<file path="src/rtl/uart_pkg.sv">
// Shared UART definitions: TX state encoding, default frame/timing parameters
// and parity-mode encodings used by the TX (and later RX) blocks.
package uart_pkg;

  typedef enum logic [2:0] {
    ST_IDLE,
    ST_READ,
    ST_LATCH,
    ST_START,
    ST_DATA,
    ST_PARITY,
    ST_STOP
  } tx_state_t;

  localparam int DEF_DATA_WIDTH   = 8;
  localparam int DEF_CLKS_PER_BIT = 434;

  localparam logic PARITY_EVEN = 1'b0;
  localparam logic PARITY_ODD  = 1'b1;

endpackage

</file>
<file path="src/rtl/uart_baud_cnt.sv">
// Bit-period counter: counts 0..CLKS_PER_BIT-1 while enabled and flags the
// last cycle of each bit period with o_bit_tick.
module uart_baud_cnt
  import uart_pkg::*;
#(
  parameter int CLKS_PER_BIT = DEF_CLKS_PER_BIT,
  parameter int CNT_WIDTH    = $clog2(CLKS_PER_BIT)
) (
  input  logic clk,
  input  logic rst,
  input  logic i_en,
  output logic o_bit_tick
);

  localparam logic [CNT_WIDTH-1:0] LAST_CNT = CNT_WIDTH'(CLKS_PER_BIT - 1);

  logic [CNT_WIDTH-1:0] r_cnt;

  // Held at zero while disabled so every new bit period starts aligned.
  always_ff @(posedge clk) begin
    if (rst || !i_en) begin
      r_cnt <= '0;
    end else if (r_cnt == LAST_CNT) begin
      r_cnt <= '0;
    end else begin
      r_cnt <= r_cnt + 1'b1;
    end
  end

  assign o_bit_tick = i_en && (r_cnt == LAST_CNT);

endmodule

</file>
<file path="src/rtl/uart_tx_ctrl.sv">
// UART transmit controller: pops words from the TX FIFO and serialises them
// as start / data (LSB first) / optional parity / 1-2 stop bits.
module uart_tx_ctrl
  import uart_pkg::*;
#(
  parameter int DATA_WIDTH   = DEF_DATA_WIDTH,
  parameter int CLKS_PER_BIT = DEF_CLKS_PER_BIT,
  parameter int CNT_WIDTH    = $clog2(CLKS_PER_BIT)
) (
  input  logic                  clk,
  input  logic                  rst,
  input  logic                  fifo_empty,
  output logic                  fifo_rd_en,
  input  logic [DATA_WIDTH-1:0] fifo_rdata,
  input  logic                  parity_en,
  input  logic                  parity_odd,
  input  logic                  two_stop,
  output logic                  tx,
  output logic                  busy,
  output logic                  tx_done
);

  localparam int               BIT_W     = (DATA_WIDTH > 1) ? $clog2(DATA_WIDTH) : 1;
  localparam logic [BIT_W-1:0] LAST_DATA = BIT_W'(DATA_WIDTH - 1);

  tx_state_t             r_state;
  tx_state_t             w_state_next;
  logic                  w_bit_tick;
  logic                  w_baud_en;
  logic                  w_last_stop;
  logic [DATA_WIDTH-1:0] r_shift;
  logic [BIT_W-1:0]      r_bit_cnt;
  logic                  r_load_pend;
  logic                  r_par_en;
  logic                  r_par_bit;
  logic                  r_two_stop;
  logic                  r_tx;
  logic                  r_rd_en;
  logic                  r_busy;
  logic                  r_done;
  logic                  w_tx_next;
  logic                  w_rd_en_next;
  logic                  w_busy_next;
  logic                  w_done_next;

  assign w_baud_en = (r_state == ST_START) || (r_state == ST_DATA) ||
                     (r_state == ST_PARITY) || (r_state == ST_STOP);

  uart_baud_cnt #(
    .CLKS_PER_BIT (CLKS_PER_BIT),
    .CNT_WIDTH    (CNT_WIDTH)
  ) u_baud_cnt (
    .clk        (clk),
    .rst        (rst),
    .i_en       (w_baud_en),
    .o_bit_tick (w_bit_tick)
  );

  assign w_last_stop = (r_state == ST_STOP) && w_bit_tick &&
                       (!r_two_stop || (r_bit_cnt == BIT_W'(1)));

  always_ff @(posedge clk) begin
    if (rst) begin
      r_state <= ST_IDLE;
    end else begin
      r_state <= w_state_next;
    end
  end

  always_comb begin
    w_state_next = r_state;
    case (r_state)
      ST_IDLE:   if (!fifo_empty) w_state_next = ST_READ;
      ST_READ:   w_state_next = ST_LATCH;
      ST_LATCH:  w_state_next = ST_START;
      ST_START:  if (w_bit_tick) w_state_next = ST_DATA;
      ST_DATA: begin
        if (w_bit_tick && (r_bit_cnt == LAST_DATA)) begin
          w_state_next = r_par_en ? ST_PARITY : ST_STOP;
        end
      end
      ST_PARITY: if (w_bit_tick) w_state_next = ST_STOP;
      ST_STOP:   if (w_last_stop) w_state_next = fifo_empty ? ST_IDLE : ST_READ;
      default:   w_state_next = ST_IDLE;
    endcase
  end

  always_comb begin
    w_tx_next    = 1'b1;
    w_rd_en_next = (r_state == ST_READ);
    w_busy_next  = (r_state != ST_IDLE);
    w_done_next  = w_last_stop;
    case (r_state)
      ST_START:  w_tx_next = 1'b0;
      ST_DATA:   w_tx_next = r_shift[0];
      ST_PARITY: w_tx_next = r_par_bit;
      default:   w_tx_next = 1'b1;
    endcase
  end

  always_ff @(posedge clk) begin
    if (rst) begin
      r_tx    <= 1'b1;
      r_rd_en <= 1'b0;
      r_busy  <= 1'b0;
      r_done  <= 1'b0;
    end else begin
      r_tx    <= w_tx_next;
      r_rd_en <= w_rd_en_next;
      r_busy  <= w_busy_next;
      r_done  <= w_done_next;
    end
  end

  // Read data and line settings arrive one cycle after the read pulse,
  // i.e. during the first START cycle; they stay frozen for the frame.
  always_ff @(posedge clk) begin
    if (rst) begin
      r_load_pend <= 1'b0;
      r_shift     <= '0;
      r_par_en    <= 1'b0;
      r_par_bit   <= 1'b0;
      r_two_stop  <= 1'b0;
      r_bit_cnt   <= '0;
    end else begin
      r_load_pend <= (r_state == ST_LATCH);
      if (r_load_pend) begin
        r_shift    <= fifo_rdata;
        r_par_en   <= parity_en;
        r_par_bit  <= (^fifo_rdata) ^ (parity_odd == PARITY_ODD);
        r_two_stop <= two_stop;
      end else if ((r_state == ST_DATA) && w_bit_tick) begin
        r_shift <= r_shift >> 1;
      end
      if (w_state_next != r_state) begin
        r_bit_cnt <= '0;
      end else if (w_bit_tick) begin
        r_bit_cnt <= r_bit_cnt + 1'b1;
      end
    end
  end

  assign tx         = r_tx;
  assign fifo_rd_en = r_rd_en;
  assign busy       = r_busy;
  assign tx_done    = r_done;

endmodule

</file>
<file path="config.mk">
export PLATFORM = sky130hd
export DESIGN_NAME = uart_tx_ctrl
export DESIGN_NICKNAME = d
export VERILOG_FILES = /design/src/rtl/uart_pkg.sv /design/src/rtl/uart_baud_cnt.sv /design/src/rtl/uart_tx_ctrl.sv
export SDC_FILE = /design/constraint.sdc
export NUM_CORES = 1
export LEC_CHECK = 0
export ABC_AREA = 0
export BUFFER_PORTS_ARGS = -buffer_cell sky130_fd_sc_hd__buf_2
export CELL_PAD_IN_SITES_DETAIL_PLACEMENT = 1
export CELL_PAD_IN_SITES_GLOBAL_PLACEMENT = 2
export CORE_ASPECT_RATIO = 2
export CORE_UTILIZATION = 32
export CTS_CLUSTER_DIAMETER = 150
export DETAILED_ROUTE_END_ITERATION = 8
export GPL_ROUTABILITY_DRIVEN = 0
export GPL_TIMING_DRIVEN = 0
export PLACE_DENSITY_LB_ADDON = 0.05
export SLEW_MARGIN = 0
export SYNTH_ARGS = -nofsm -noshare
export SYNTH_HDL_FRONTEND = slang
export SYNTH_HIERARCHICAL = 1
export SYNTH_SLANG_ARGS = --single-unit
export TNS_END_PERCENT = 5
</file>
<file path="constraint.sdc">
create_clock -name clk -period 3 [get_ports clk]
set_input_delay 0.6 -clock clk [delete_from_list [all_inputs] [get_ports clk]]
set_output_delay 0.6 -clock clk [all_outputs]
set_load 0.05 [all_outputs]
</file>
==> run_results.csv, run 1 <==
group,metric,value,unit
detailed_routing,drt_first_pass_iters,4,
timing,max-slew-margin-rel,67.4,%
clock_tree,insertion_delay,280,ps
final_layout,final_common_cell,"dfxtp_1",
final_layout,design_area,0.00186,sq mm
global_route,grt_first_pass_wirelength,6200,microns
critical_path,required,3150,ps
detailed_routing,num_vias,1256,
detailed_routing,drt_first_iter_violations,16,
critical_path,worst_setup_path_end_kind,"register",
floorplanning,die_area,0.00516,sq mm
timing,fin_crit,2540,ps
clock_tree,cts-root-buf,"clkbuf_8",
floorplanning,die_h,101,microns
synth,postSynth.asyncResetShare,0,%
pwr,p_comb_share,9.6,%
floorplanning,io_pins,18,
pwr,switching_share,22.6,%
pwr,seqPwrFrac,45.3,%
detailed_routing,ant_nets,0,
synth,synth_edf_count,0,
run_status,status,"finished, final reports clean",
pwr,vdd_ir_drop_max,0.000374,V
clock_tree,cts_buffers,5,
clock_tree,clock_path_buffers,2,
pwr,power_frac_clock,45.1,%
global_route,grt_pass1_vias,1359,
critical_path,crit_fanout,10,
timing,tns,0,ps
timing,maxSlewViolCount,0,
final_layout,drive_above_1_share,20.3,%
critical_path,slowest_delay,420,ps
clock_tree,clk_pin_slew_worst_paths,70,ps
floorplanning,core,0.00464,sq mm
hold_path,min_path_type,"reg -> reg",
detailed_routing,drt-total-wl,3680,microns
pwr,p_int,732,uW
detailed_routing,wire_per_inst,14.9,microns
global_route,grt_max_degree,11,
synth,netlist_area,0.00156,sq mm
synth,synthesis.instances,166,
timing,clock.fmax,394,MHz
final_layout,mostFrequentLayoutCells,"dfxtp_1, nor2_1, buf_2",
synth,ys.flop_type,"dfxtp_1",
critical_path,crit_arrival,2690,ps
critical_path,start_kind,"register",
synth,syn_area_per_cell,9.38,sq um
synth,ys_types,38,
timing,tightest_slew,490,ps
synth,ys.warnings.count,6,
timing,rsz0062_at_grt,"false",
detailed_routing,routed.top_layer,"met4",
floorplanning,initial_utilization,33.5,%
critical_path,crit_path_cell_trace,"buf_2 > nand2_1 > xnor2_1 > inv_1 > nor4_4 > nor3b_4 > buf_4 > mux2_1 > mux2i_1 > nor2_1",
timing,min_period_over_period,84.6,%
final_layout,fin_nets,210,
global_route,track_usage,16.7,%
detailed_routing,met3WireLength,111,microns
final_layout,area_growth,19.4,%
synth,syn_nets,185,
placed_design,hpwlAfterDp,3000,microns
global_route,grt_overflow,0,
critical_path,crit_type,"reg -> reg",
pwr,p_per_area,509,mW/mm^2
final_layout,fin_util,40.0,%
placed_design,place.port_buffers,17,
detailed_routing,met1Wirelength,1200,microns
timing,fin_hold_ws,472,ps
critical_path,crit_family,"simple AND/OR/NAND/NOR gates",
pwr,p_switching,214,uW
flow_run,maxCapViolations,0,
clock_tree,cts_tree,"built",
pwr,p_leak,0.000688,uW
placed_design,postPlaceCellArea,0.00171,sq mm
timing,fin_skew,5.90,ps
synth,synth-seq-cells,31,
final_layout,fill_cells,562,
floorplanning,die_x,51.3,microns
clock_tree,htree_levels,2,
critical_path,cp_num_buf_inv,3,
clock_tree,clock_sinks,31,
timing,finalSetupViolCount,0,
synth,seq_area_frac_synth,39.9,%
detailed_routing,wl_met2,2290,microns
final_layout,antenna_cells,0,
global_route,antenna_found_initial,0,
detailed_routing,route.detailed.drc,0,
critical_path,crit_path_top_delay_cell,"dfxtp_2",
timing,hold_viol_final,0,
detailed_routing,viasPerCell,5.09,
floorplanning,std_cell_rows,35,
-- routing by layer --
metal  vias to the layer above  global-route usage [%]
met3                         5                    3.47
met2                        19                    35.0
met1                       602                    13.1
met4                         0                    8.32
met5                         -                       0
li1                        630                       -
-- state kept, by name, indices dropped and copies added (netlist names), 3 cells and up --
register          cells
u_baud_cnt/r_cnt      9
r_state               3
r_bit_cnt             3
r_shift               8
-- worst paths after layout --
check	from	to	slack [ps]	depth (start not counted)
hold / removal	u_baud_cnt/r_cnt[0]	u_baud_cnt/r_cnt[0]	470	1
hold reg to reg	u_baud_cnt/r_cnt[0]	u_baud_cnt/r_cnt[0]	470	1
setup reg to reg	r_state[0]	r_shift[5]	460	10
setup / recovery	r_state[0]	r_shift[5]	460	10
-- cell usage after synthesis, types with 2 or more instances --
| master | count | area share (%) |
|---|---|---|
| nand2_1 | 10 | 2.4 |
| o21ai_0 | 8 | 2.6 |
| xnor2_1 | 8 | 4.5 |
| mux2_1 | 7 | 5.1 |
| inv_1 | 5 | 1.2 |
| nor3b_1 | 2 | 0.96 |
| mux2i_1 | 11 | 7.1 |
| buf_1 | 2 | 0.48 |
| ha_1 | 5 | 4.0 |
| nand4_1 | 2 | 0.80 |
| a311oi_1 | 2 | 1.1 |
| nor3_1 | 5 | 1.6 |
| clkbuf_1 | 3 | 0.72 |
| nor2_1 | 20 | 4.8 |
| dfxtp_1 | 31 | 40 |
| buf_4 | 2 | 0.96 |
| nor2b_1 | 2 | 0.80 |
| or3_1 | 5 | 2.0 |
| nand3_1 | 4 | 1.3 |
| xor2_1 | 3 | 1.7 |
| a21oi_1 | 7 | 2.3 |
| nand2b_1 | 2 | 0.80 |
| nor4_1 | 5 | 2.0 |
-- timing repair --
item                       4_1_cts  5_1_grt
hold buffers                     0        0
resized for setup                3        2
setup endpoints to repair       14       12
setup buffers                    2        0
-- power by group through the flow --
| stage | clock network, uW | logic (uW) | registers [uW] |
|---|---|---|---|
| 2_1_floorplan | 0 | 61.1 | 440 |
| 3_3_place_gp | 0 | 92.0 | 435 |
| 3_5_place_dp | 0 | 94.0 | 435 |
| 4_1_cts | 443 | 94.9 | 426 |
| 5_1_grt | 461 | 100 | 429 |
| 6_report | 427 | 90.9 | 428 |
-- layout make-up --
| type | instances | area (sq um) | area share (%) |
|---|---|---|---|
| Timing Repair Buffer | 19 | 100 | 5.39 |
| Multi-Input combinational cell | 122 | 887 | 47.7 |
| Clock buffer | 6 | 82.6 | 4.44 |
| Sequential cell | 31 | 622 | 33.5 |
| Tap cell | 55 | 68.8 | 3.70 |
| Buffer | 7 | 43.8 | 2.36 |
| Inverter | 5 | 18.8 | 1.01 |
| Clock inverter | 2 | 35.0 | 1.89 |
-- metrics by stage --
stage | power (uW) | cells | setup slack [ps]
3_5_place_dp | 529 | 238 | -510
2_1_floorplan | 501 | 166 | 355
3_3_place_gp | 527 | 238 | -426
5_1_grt | 991 | 247 | 118
6_report | 946 | 247 | 461
4_1_cts | 963 | 248 | 36.1
-- cells by family after synthesis --
family,synth area share (%)
AOI/OAI and AO/OA,11.0
xor gates and xnor gates,7.64
adders and majority gates,4.02
buffers and inverters,4.10
DFF,39.9
muxes,12.1
and+or+nand+nor,21.2
Power figures use the tool's default switching activity.
==> run 2: changes to the inputs <==
Clock period 3 ns to 2.1 ns, I/O delays scaled along.
==> run_results.csv, run 2 (synthesis gave the netlist of run 1 again) <==
group,metric,value,unit
floorplanning,io_pins,18,
timing,fin_crit,2210,ps
clock_tree,cts_tree,"built",
run_status,status,"finished, violations left",
timing,maxSlewViolCount,0,
timing,min_period_over_period,105,%
final_layout,drive_above_1_share,29.8,%
timing,hold_viol_final,0,
global_route,grt_overflow,0,
final_layout,mostFrequentLayoutCells,"dfxtp_1, nor2_1, buf_2",
placed_design,hpwlAfterDp,2810,microns
global_route,grt_pass1_vias,1415,
floorplanning,core,0.00464,sq mm
final_layout,fin_nets,216,
flow_run,maxCapViolations,0,
final_layout,antenna_cells,0,
critical_path,start_kind,"register",
critical_path,crit_path_top_delay_cell,"or3_4",
critical_path,reg2reg_depth,7,
hold_path,min_path_type,"in -> reg",
placed_design,place.port_buffers,17,
hold_path,min_to,"u_baud_cnt/r_cnt[8]",
timing,finalSetupViolCount,9,
final_layout,top_regs,"u_baud_cnt/r_cnt (9), r_shift (8)",
critical_path,required,2250,ps
timing,max-slew-margin-rel,68.8,%
timing,clock.fmax,452,MHz
detailed_routing,viasPerCell,5.10,
pwr,p_leak,0.000724,uW
detailed_routing,ant_nets,0,
final_layout,final_common_cell,"dfxtp_1",
floorplanning,std_cell_rows,35,
global_route,grt_first_pass_wirelength,6360,microns
global_route,track_usage,16.6,%
final_layout,area_growth,26.1,%
pwr,vdd_ir_drop_max,0.000364,V
timing,tightest_slew,468,ps
pwr,p_per_area,612,mW/mm^2
hold_path,hold_path_depth,2,
floorplanning,initial_utilization,33.5,%
final_layout,design_area,0.00196,sq mm
timing,rsz0062_at_grt,"true",
detailed_routing,drt_first_pass_iters,3,
final_layout,fin_util,42.3,%
critical_path,worst_setup_path_end_kind,"register",
timing,setup_ws,-111,ps
global_route,antenna_found_initial,0,
floorplanning,die_area,0.00516,sq mm
detailed_routing,route.detailed.drc,0,
placed_design,postPlaceCellArea,0.00174,sq mm
clock_tree,cts_buffers,5,
clock_tree,cts-root-buf,"clkbuf_8",
final_layout,largest_register,"u_baud_cnt/r_cnt",
detailed_routing,wire_per_inst,14.6,microns
clock_tree,htree_levels,2,
detailed_routing,num_vias,1291,
clock_tree,clock_sinks,31,
floorplanning,die_x,51.3,microns
critical_path,crit_arrival,2360,ps
final_layout,largest_reg_flops,9,
hold_path,worstHoldStart,"rst",
global_route,grt_max_degree,11,
critical_path,crit_path_cell_trace,"or3_4 > nor4_4 > nor3b_4 > buf_12 > mux2_4 > mux2i_1 > nor2_1",
clock_tree,insertion_delay,280,ps
critical_path,r2r_slack,-110,ps
run_status,violations,"negative setup slack",
detailed_routing,drt-total-wl,3690,microns
floorplanning,die_h,101,microns
critical_path,crit_type,"reg -> reg",
timing,fin_skew,4.87,ps
critical_path,crit_path_start,"u_baud_cnt/r_cnt[2]",
critical_path,r2r-start,"u_baud_cnt/r_cnt[2]",
detailed_routing,drt_first_iter_violations,12,
critical_path,crit_fanout,8,
clock_tree,clk_pin_slew_worst_paths,60,ps
critical_path,slowest_delay,420,ps
clock_tree,clock_path_buffers,2,
critical_path,reg2reg_to,"r_shift[2]",
==> run 2: changes by cell type in the layout (fill, tap and decap cells not counted), moves of 2 or more <==
cell      before  now
a21oi_1        7    5
a21oi_2        0    2
buf_4          4    8
clkbuf_1       2    4
dfxtp_1       30   27
dfxtp_2        1    3
mux2_1         7    0
mux2_4         0    7
==> run 2: worst max-delay path by stage <==
stage,end,slack (ps)
after detailed placement,r_shift[2],-470
after global routing,r_shift[0],-220
after CTS,r_shift[2],-150
final,r_shift[2],-110
after global placement,r_shift[6],-400
after floorplan,r_shift[1],2
==> run 2: cell type report <==
type	count	area [sq um]
clock inverters	1	5.00
well taps	55	68.8
flip-flops and latches	31	628
multi-input cells	122	952
plain buffers	8	63.8
fillers	566	2680
repair buffers	24	150
clock buffers	7	76.3
inverters	5	18.8
==> run 2: where the power goes <==
part / internal (uW) / total [uW] / switching (uW)
registers: 600 / 608 / 7.40
logic: 74.0 / 150 / 75.7
clock network: 232 / 443 / 211
==> run 2: metal layers <==
metal  share of wire [%]  wire [microns]  track usage (%)  vias to the layer above
met2                  59            2180             33.1                       16
met1                  37            1350             15.4                      624
met3                 2.3              83             3.32                        6
met5                   0               0                0                        -
met4                 1.9              70             6.86                        0
li1                    -               -                -                      645
==> run 2: metrics by stage <==
step / std cells / setup TNS, ps / hold WS, ps / setup WS [ps] / power [uW]
after floorplan: 166 / 0 / 433 / 2.15 / 719
after global placement: 238 / -4630 / 445 / -401 / 755
after detailed placement: 238 / -5330 / 464 / -467 / 758
after CTS: 251 / -1170 / 330 / -152 / 1230
after global routing: 253 / -1800 / 341 / -224 / 1260
final: 253 / -747 / 336 / -111 / 1200
==> run 2: critical path: cells and delay by family (launching register included) <==
kind / cells / cell delay [ps]
simple gates: 4 / 1150
flops: 1 / 350
buf+inv: 1 / 160
mux: 2 / 420
==> run 2: timing repair <==
action / CTS / global route
resized for setup: 17 / 5
hold buffers: 0 / 0
setup endpoints to repair: 14 / 13
cloned: 0 / 0
buffers inserted: 5 / 2
pin swaps: 2 / 2
